File: src/rtl/sonar_pkg.sv
// Shared types and constants for the round-robin ultrasonic sonar scheduler.
package sonar_pkg;

  typedef enum logic [2:0] {
    IDLE      = 3'd0,
    TRIG      = 3'd1,
    WAIT_RISE = 3'd2,
    MEASURE   = 3'd3,
    REPORT    = 3'd4,
    GAP       = 3'd5
  } sonar_state_t;

  localparam logic [15:0] DIST_TIMEOUT = 16'hFFFF;
  localparam int          CM_MULT      = 1115;
  localparam int          CM_SHIFT     = 16;

  // 1115/65536 cm per us approximates the 343 m/s round trip.
  function automatic logic [15:0] us_to_cm(input logic [15:0] us);
    logic [31:0] prod;
    prod = {16'd0, us} * 32'(CM_MULT);
    return prod[CM_SHIFT +: 16];
  endfunction

endpackage

File: src/rtl/sonar_us_tick.sv
// Microsecond prescaler: tick at terminal count, restartable by a synchronous clear.
module sonar_us_tick #(
  parameter int CLK_PER_US = 100
) (
  input  logic clk,
  input  logic rst,
  input  logic i_clear,
  output logic o_tick
);

  localparam int            PW = (CLK_PER_US > 1) ? $clog2(CLK_PER_US) : 1;
  localparam logic [PW-1:0] TC = PW'(CLK_PER_US - 1);

  logic [PW-1:0] r_cnt;

  always_ff @(posedge clk or posedge rst) begin
    if (rst) begin
      r_cnt <= '0;
    end else if (i_clear || (r_cnt == TC)) begin
      r_cnt <= '0;
    end else begin
      r_cnt <= r_cnt + 1'b1;
    end
  end

  assign o_tick = (r_cnt == TC);

endmodule

File: src/rtl/sonar_scheduler.sv
// Round-robin ultrasonic range sequencer: trigger, echo timing, cm conversion,
// tagged result strobe and per-sensor obstacle flags.
module sonar_scheduler
  import sonar_pkg::*;
#(
  parameter int NUM_SENSORS = 3,
  parameter int CLK_PER_US  = 100,
  parameter int TRIG_US     = 10,
  parameter int TIMEOUT_US  = 30000,
  parameter int GAP_US      = 10000,
  parameter int IDW         = $clog2(NUM_SENSORS)
) (
  input  logic                   clk,
  input  logic                   rst,
  input  logic                   enable,
  input  logic [9:0]             thresh_cm,
  input  logic [NUM_SENSORS-1:0] echo,
  output logic [NUM_SENSORS-1:0] trig,
  output logic                   dist_valid,
  output logic [IDW-1:0]         dist_id,
  output logic [15:0]            dist_cm,
  output logic                   dist_timeout,
  output logic [NUM_SENSORS-1:0] obstacle,
  output logic                   busy
);

  localparam logic [15:0]    TRIG_END = 16'(TRIG_US - 1);
  localparam logic [15:0]    TO_END   = 16'(TIMEOUT_US - 1);
  localparam logic [15:0]    GAP_END  = 16'(GAP_US - 1);
  localparam logic [IDW-1:0] IDX_LAST = IDW'(NUM_SENSORS - 1);

  sonar_state_t           r_state, w_next;
  logic [NUM_SENSORS-1:0] r_sync1, r_sync2, r_trig, r_obstacle, w_trig_next;
  logic                   r_prev, r_timeout, r_dist_valid, r_dist_timeout;
  logic [IDW-1:0]         r_idx, w_idx_next, r_dist_id;
  logic [15:0]            r_us_cnt, r_dist_cm, w_cm;
  logic                   w_tick, w_change, w_to, w_sel, w_rise, w_fall;

  assign w_sel    = r_sync2[r_idx];
  assign w_rise   = w_sel & ~r_prev;
  assign w_fall   = ~w_sel & r_prev;
  assign w_change = (w_next != r_state);
  assign w_cm     = r_timeout ? DIST_TIMEOUT : us_to_cm(r_us_cnt);

  sonar_us_tick #(.CLK_PER_US(CLK_PER_US)) u_tick (
    .clk     (clk),
    .rst     (rst),
    .i_clear (w_change),
    .o_tick  (w_tick)
  );

  always_ff @(posedge clk or posedge rst) begin
    if (rst) begin
      r_state <= IDLE;
    end else begin
      r_state <= w_next;
    end
  end

  always_comb begin
    w_next = r_state;
    w_to   = 1'b0;
    case (r_state)
      IDLE:      if (enable) w_next = TRIG;
      TRIG:      if (w_tick && (r_us_cnt == TRIG_END)) w_next = WAIT_RISE;
      WAIT_RISE: begin
        if (w_rise) begin
          w_next = MEASURE;
        end else if (w_tick && (r_us_cnt == TO_END)) begin
          w_next = REPORT;
          w_to   = 1'b1;
        end
      end
      MEASURE: begin
        if (w_fall) begin
          w_next = REPORT;
        end else if (w_tick && (r_us_cnt == TO_END)) begin
          w_next = REPORT;
          w_to   = 1'b1;
        end
      end
      REPORT:    w_next = GAP;
      GAP:       if (w_tick && (r_us_cnt == GAP_END)) w_next = enable ? TRIG : IDLE;
      default:   w_next = IDLE;
    endcase
  end

  // Index advance and trigger pattern are computed for the state being entered.
  always_comb begin
    w_idx_next  = r_idx;
    w_trig_next = '0;
    if ((r_state == GAP) && w_change) begin
      w_idx_next = (r_idx == IDX_LAST) ? '0 : r_idx + 1'b1;
    end
    if (w_next == TRIG) begin
      w_trig_next[w_idx_next] = 1'b1;
    end
  end

  // The count survives into REPORT so a tick coinciding with the fall still counts.
  always_ff @(posedge clk or posedge rst) begin
    if (rst) begin
      r_sync1   <= '0;
      r_sync2   <= '0;
      r_prev    <= 1'b0;
      r_us_cnt  <= '0;
      r_idx     <= '0;
      r_timeout <= 1'b0;
    end else begin
      r_sync1 <= echo;
      r_sync2 <= r_sync1;
      r_prev  <= w_sel;
      r_idx   <= w_idx_next;
      if (w_change && (w_next != REPORT)) begin
        r_us_cnt <= '0;
      end else if (w_tick) begin
        r_us_cnt <= r_us_cnt + 16'd1;
      end
      if (w_change && (w_next == REPORT)) begin
        r_timeout <= w_to;
      end
    end
  end

  always_ff @(posedge clk or posedge rst) begin
    if (rst) begin
      r_trig         <= '0;
      r_dist_valid   <= 1'b0;
      r_dist_id      <= '0;
      r_dist_cm      <= '0;
      r_dist_timeout <= 1'b0;
      r_obstacle     <= '0;
    end else begin
      r_trig       <= w_trig_next;
      r_dist_valid <= (r_state == REPORT);
      if (r_state == REPORT) begin
        r_dist_id         <= r_idx;
        r_dist_cm         <= w_cm;
        r_dist_timeout    <= r_timeout;
        r_obstacle[r_idx] <= ~r_timeout && (w_cm < {6'd0, thresh_cm});
      end
    end
  end

  assign trig         = r_trig;
  assign dist_valid   = r_dist_valid;
  assign dist_id      = r_dist_id;
  assign dist_cm      = r_dist_cm;
  assign dist_timeout = r_dist_timeout;
  assign obstacle     = r_obstacle;
  assign busy         = (r_state != IDLE);

endmodule
File: config.mk
export PLATFORM = sky130hd
export DESIGN_NAME = sonar_scheduler
export DESIGN_NICKNAME = d
export VERILOG_FILES = /design/src/rtl/sonar_pkg.sv /design/src/rtl/sonar_us_tick.sv /design/src/rtl/sonar_scheduler.sv
export SDC_FILE = /design/constraint.sdc
export NUM_CORES = 1
export LEC_CHECK = 0
export ABC_AREA = 1
export CAP_MARGIN = 20
export CORE_MARGIN = 1
export CORE_UTILIZATION = 55
export CTS_CLUSTER_DIAMETER = 40
export CTS_CLUSTER_SIZE = 10
export DETAILED_ROUTE_END_ITERATION = 8
export PLACE_DENSITY = 0.8
export SETUP_SLACK_MARGIN = 0.5
export SLEW_MARGIN = 20
export SYNTH_ARGS = -nofsm -noshare
export SYNTH_HDL_FRONTEND = slang
export SYNTH_SLANG_ARGS = --single-unit
File: constraint.sdc
create_clock -name clk -period 4.8 [get_ports clk]
set_input_delay 0.96 -clock clk [delete_from_list [all_inputs] [get_ports clk]]
set_output_delay 0.96 -clock clk [all_outputs]
set_load 0.01 [all_outputs]
[After elaboration in Yosys (flattened, before gate mapping)]
Cells that the tools add are included.
Cells by class
  reductions and logical operators: 13
  multipliers: 1
  bitwise operators: 5
  equality and inequality tests: 14
  order comparisons: 5
  add/sub/neg operators: 3
  muxes and demuxes: 26
Operators with widths (number)
  2-to-1 mux 16 bit: 3
  multiplier 16 x 11 -> 27 bit, second input constant: 1
  2-to-1 mux 3 bit: 7
  case mux 3 bit (6 select lines): 1
  adder 16 x 1 -> 16 bit, second input constant: 1
  == test 16 x 14 -> 1 bit, second input constant: 1
  == test 16 x 15 -> 1 bit, second input constant: 1
  == test 16 x 4 -> 1 bit, second input constant: 1
  < comparator 16 x 10 -> 1 bit: 1
  == test 3 bit, second input constant: 3
  logical AND 1 bit: 9
  adder 7 x 1 -> 7 bit, second input constant: 1
  == test 7 bit, second input constant: 1
  2-to-1 mux 1 bit: 7
  2-to-1 mux 7 bit: 1
  == test 3 x 1 -> 1 bit, second input constant: 2
  == test 3 x 2 -> 1 bit, second input constant: 2
  < comparator 2 x 3 -> 1 bit, second input constant: 2
  demux 1 bit (select 2 bit): 2
  >= comparator 2 x 1 -> 1 bit, second input constant: 2
  2-to-1 mux 2 bit: 2
  bitwise mux 3 bit: 1
  zero test 3 bit: 1
  != test 3 bit: 1
  other kinds (10): 13
Storage, ports and cells
  input port bits: 16
  logic and storage cells: 81
  output and inout bits: 27
  register bits after elaboration: 62

[Logic depth before layout (Yosys ltp)]
  depth in word-level cells: 14
  mapped depth: 30
  depth with buffers taken out: 30

[Modules after synthesis]
A second synthesis with hierarchy kept.
Unflattened totals
  cells, all modules: 751
  area total of the unflattened synthesis: 6291.0 sq um
Modules (own cells, without submodules)
  sonar_scheduler: cells each 708, area an instance 5919.4 sq um, times used 1, sequential area each 1251.2 sq um
  sonar_us_tick: cells each 43, area an instance 371.6 sq um, times used 1, sequential area each 175.2 sq um

[Worst setup path before layout]
No wires, ideal clock.
  path type: register to register
  start: reg r_us_cnt[8]
  end: reg r_obstacle[1], in the netlist obstacle[1]
  path buffers: 0
  slack: -0.176 ns
  setup time: 0.065 ns
  cell stages (with the launch flop): 25
  clock period less this slack: 4.976 ns
  data arrival time: 4.910 ns
  data required time: 4.735 ns
  cells stage by stage: dfrtp_1 > inv_1 > ha_1 > ha_1 > fa_1 > fa_1 > inv_1 > fa_1 > inv_1 > ha_1 > a21o_1 > a21o_1 > a21oi_1 > nand2_1 > a21oi_1 > or2_2 > nand3_1 > ha_1 > a21oi_1 > nor2_1 > a211oi_1 > nand2_1 > nand2_1 > nand3_1 > nand2_1
On the way
  longest elaborated chain between the ends: 5
Ends and longest elaborated chain
  start, declared: RTL line sonar_scheduler.sv:36  | logic [15:0] r_us_cnt, r_dist_cm, w_cm;
  start signal, assigned: RTL line sonar_scheduler.sv:117  | r_us_cnt <= r_us_cnt + 16'd1;
  multiplier 16 x 11 -> 27 bit: RTL line sonar_pkg.sv:20  | prod = {16'd0, us} * 32'(CM_MULT);
  2-to-1 mux 16 bit: RTL line sonar_scheduler.sv:43  | assign w_cm = r_timeout ? DIST_TIMEOUT : us_to_cm(r_us_cnt);
  net w_cm[5]: RTL line sonar_scheduler.sv:36
  < comparator 16 x 10 -> 1 bit: RTL line sonar_scheduler.sv:140  | r_obstacle[r_idx] <= ~r_timeout && (w_cm < {6'd0, thresh_cm});
  logical AND 1 bit: RTL line sonar_scheduler.sv:140
  bitwise mux 3 bit: RTL line sonar_scheduler.sv:140
  end signal, assigned by index: RTL line sonar_scheduler.sv:140
  end, declared: RTL line sonar_scheduler.sv:33  | logic [NUM_SENSORS-1:0] r_sync1, r_sync2, r_trig, r_obstacle, w_trig_next;
The timed path passes the listed nets, and every way through them passes these cells.
A chain may end at the register's enable or synchronous reset.

[Worst setup path in the final report]
  start: reg r_us_cnt[12]
  end: reg r_obstacle[0], in the netlist obstacle[0]
The elaborated chain is that of the path after synthesis.

==> summary.txt <==
Synth
  • Synth cell types: between 40 and 50
  • Synth Net Count: roughly 900
  • Sequential fraction of the synthesis area: roughly 23%
  • Largest cells by area after synthesis: dfrtp_1, ha_1, fa_1
  • Synth Flop Type: dfrtp_1
  • Post-Syn Instances: between 700 and 800
  • Ys Warns: 0
  • Synth top area share: 23.2%
  • Number of synthesized flops with an enable pin: 0
  • Asr flop ratio synth: 100%
  • Yosys reg bits: between 50 and 60
  • Synth area leader: dfrtp_1
  • Mapped Avg Cell Area: about 8.4 um2
  • Mapped cell area: 6140 um2

Clock network
  • CTS Buf Count: 9
  • Clock Sinks: 57
  • CTS tree: done
  • Clock transition at path regs: approximately 0.08 ns
  • Clk buf depth: 2
  • Root buf cell: clkbuf_8
  • Clk_lat worst skew: 0.36 ns
  • Hold-fix buffers, CTS: 0
  • Htree depth: 3

Critical path
  • CP Launch Type: flip-flop
  • FF-to-FF path depth: 24
  • Crit-path max FO: 4
  • CP Class: flip-flop to flip-flop
  • Req. time, crit path: about 5.0 ns
  • CP Capture Type: flip-flop
  • Critical Path AT: approximately 5.5 ns
  • Most Frequent Cell on Critical Path: nand2_1
  • Worst path cell trace: ha_1, ha_1, fa_1, fa_1, fa_1, ha_4, nand2_4, inv_1, nand2_1, nand2_1, a21oi_2, nand2_2, a21oi_4, o21ai_2, a21oi_1, o21ai_1, ha_2, nand2_1, nor2_1, nand2_1, nand2_1, nand2_2, nand3_1, nand2_1
  • Crit-path max cell delay: between 0.6 and 0.7 ns
  • Slowest-stage cell, CP: fa_1

Hold path
  • Hold depth: 0
  • Hold crit path type: flip-flop to flip-flop

GRT
  • Gr ovfl total: 0
  • Vias in the first global route: just over 6000
  • Largest net degree at the start of global routing: 40
  • Total GRT Usage: roughly a third
  • First-pass GRT wire length: ~29000 um
  • Initial antenna violation count: 0

Die
  • Boundary pin count: between 40 and 50
  • Cell row count: 38
  • Core region area: about 11000 um2
  • Die W: 108 um
  • Die height: between 100 and 150 um
  • Die ar.: roughly 12000 um2
  • Initial cell density of the core: a little under three fifths

Placed design
  • Placement Cell Area: 7430 um2
  • IO buf count: 42
  • Gpl congestion: ~0.91
  • DPL Wire Length: about 12000 um
  • Inst Count DP: 964

Final layout
  • Design area: between 8000 and 9000 um2
  • Synthesis-to-layout area growth: 33.3%
  • Most frequent cells in the layout: inv_1, nand2_1, ha_1
  • Most common cell after layout, fill and taps aside: inv_1
  • Final core occ: 75.5%
  • Layout cells sized above 1: roughly 28%
  • Post-route insts no fill: about 1000
  • Antenna cells: 0
  • Final nets: 1035

STA
  • RSZ-0062 raised after global routing: true
  • Min cycle time layout: 5.22 ns
  • Final count of hold timing violations: 0
  • Setup slack after layout: -0.415 ns
  • Worst hold margin: approximately 0.35 ns
  • Tcrit/Tclk final: 109%
  • Slew Viols, Final: 0
  • Worst Clk Skew: 0.0115 ns
  • Final setup violation count: 4
  • Worst-Margin Slew: 0.869 ns
  • Slew HR: between 40 and 50%
  • Fmax: 192 MHz

Power
  • Power, Total: around 1.0 mW
  • Pwr/cell area: ~120 nW/um2
  • Leak: around 4.2 nW
  • VDD IR-drop max: 120 uV

Drt
  • Via count: roughly 5700
  • Final wirelength: about 19000 um
  • Number of routed nets with antenna violations: 0
  • Wire length per cell: about 19 um
  • Vias/cell: ~5.7
  • Iter 0 DRT Violations: 370
  • DRC errors left: 0
  • Drt pass-1 iters: 5

Outcome
  • Failing checks: negative setup slack
  • Status: complete, but fails checks

Run
  • Maximum capacitance violations: 0
==> report_power, final <==
group          leakage, nW  switching (mW)  internal [mW]
registers            0.664        0.000740          0.483
clock network       0.0949           0.222          0.254
logic                 3.44          0.0222         0.0181
==> cell usage after synthesis (all sizes together), types with 3 or more instances <==
master / n
inv: 149
clkbuf: 3
nand3: 35
nor3: 15
o211ai: 3
nand4: 13
nand2: 146
ha: 112
buf: 7
dfrtp: 57
nor3b: 3
fa: 46
a21o: 7
a21oi: 26
o21ai: 23
nor2: 55
xor2: 14
==> critical path, delay by kind of cell, from the launching register on <==
kind / cells / cell delay [ns]
buffers and inverters: 1 / 0.05
adder cells (fa/ha/maj): 7 / 2.86
AO/OA/AOI/OAI: 5 / 0.83
flip-flops: 1 / 0.46
AND/OR/NAND/NOR: 11 / 0.88
==> path summary, 6_finish.rpt <==
check	startpoint	to	slack (ns)
worst max-delay path	r_us_cnt[12]	obstacle[0]	-0.42
worst min-delay path	r_sync1[2]	r_sync2[2]	0.35
worst max register to register	r_us_cnt[12]	obstacle[0]	-0.42
worst min register to register	r_sync1[2]	r_sync2[2]	0.35
max in group asynchronous	rst	r_us_cnt[13]	2.83
min in group asynchronous	rst	r_us_cnt[11]	1.17
==> area by class of cell <==
class	count	area [um2]
Clock buffer	10	138
Sequential cell	57	1440
Fill cell	665	2660
Multi-Input combinational cell	510	4650
Tap cell	140	175
Timing Repair Buffer	132	1150
Inverter	151	577
Clock inverter	6	66.3
==> layer usage <==
metal	up-vias	GRT usage [%]	routed length [um]
li1	2575	-	-
met1	2739	35.3	6860
met2	286	59.2	9350
met3	130	7.02	1130
met4	0	20.7	1440
met5	-	0	0
==> state kept, by name, indices dropped and copies added (netlist names), 2 cells and up <==
register      flops
trig              3
r_idx             2
dist_id           2
r_us_cnt         16
r_sync2           3
u_tick.r_cnt      7
r_state           3
obstacle          3
r_sync1           3
dist_cm          12
==> stage by stage <==
stage                     setup slack (ns)  setup TNS [ns]
final                               -0.415           -1.46
after global routing                -0.661           -2.33
after CTS                          -0.0665          -0.178
after detailed placement            -0.383           -1.14
after global placement              -0.166          -0.490
after floorplan                      0.135               0
==> what timing repair did <==
| item | 4_1_cts | 5_1_grt |
|---|---|---|
| cloned | 0 | 0 |
| endpoints found under the setup margin | 9 | 11 |
| resized for setup | 47 | 30 |
| buffers inserted | 22 | 4 |
| pin swaps | 31 | 18 |
==> cell families after synthesis <==
| group | after synthesis | synth area share [%] |
|---|---|---|
| flip-flops | 57 | 23.2 |
| AND/OR/NAND/NOR | 273 | 20.3 |
| adder cells (fa/ha/maj) | 158 | 37.8 |
| XOR/XNOR | 15 | 2.14 |
| AO/OA/AOI/OAI | 64 | 6.09 |
| buffers and inverters | 161 | 10.4 |
No activity file was read; power rests on OpenSTA's default activity.
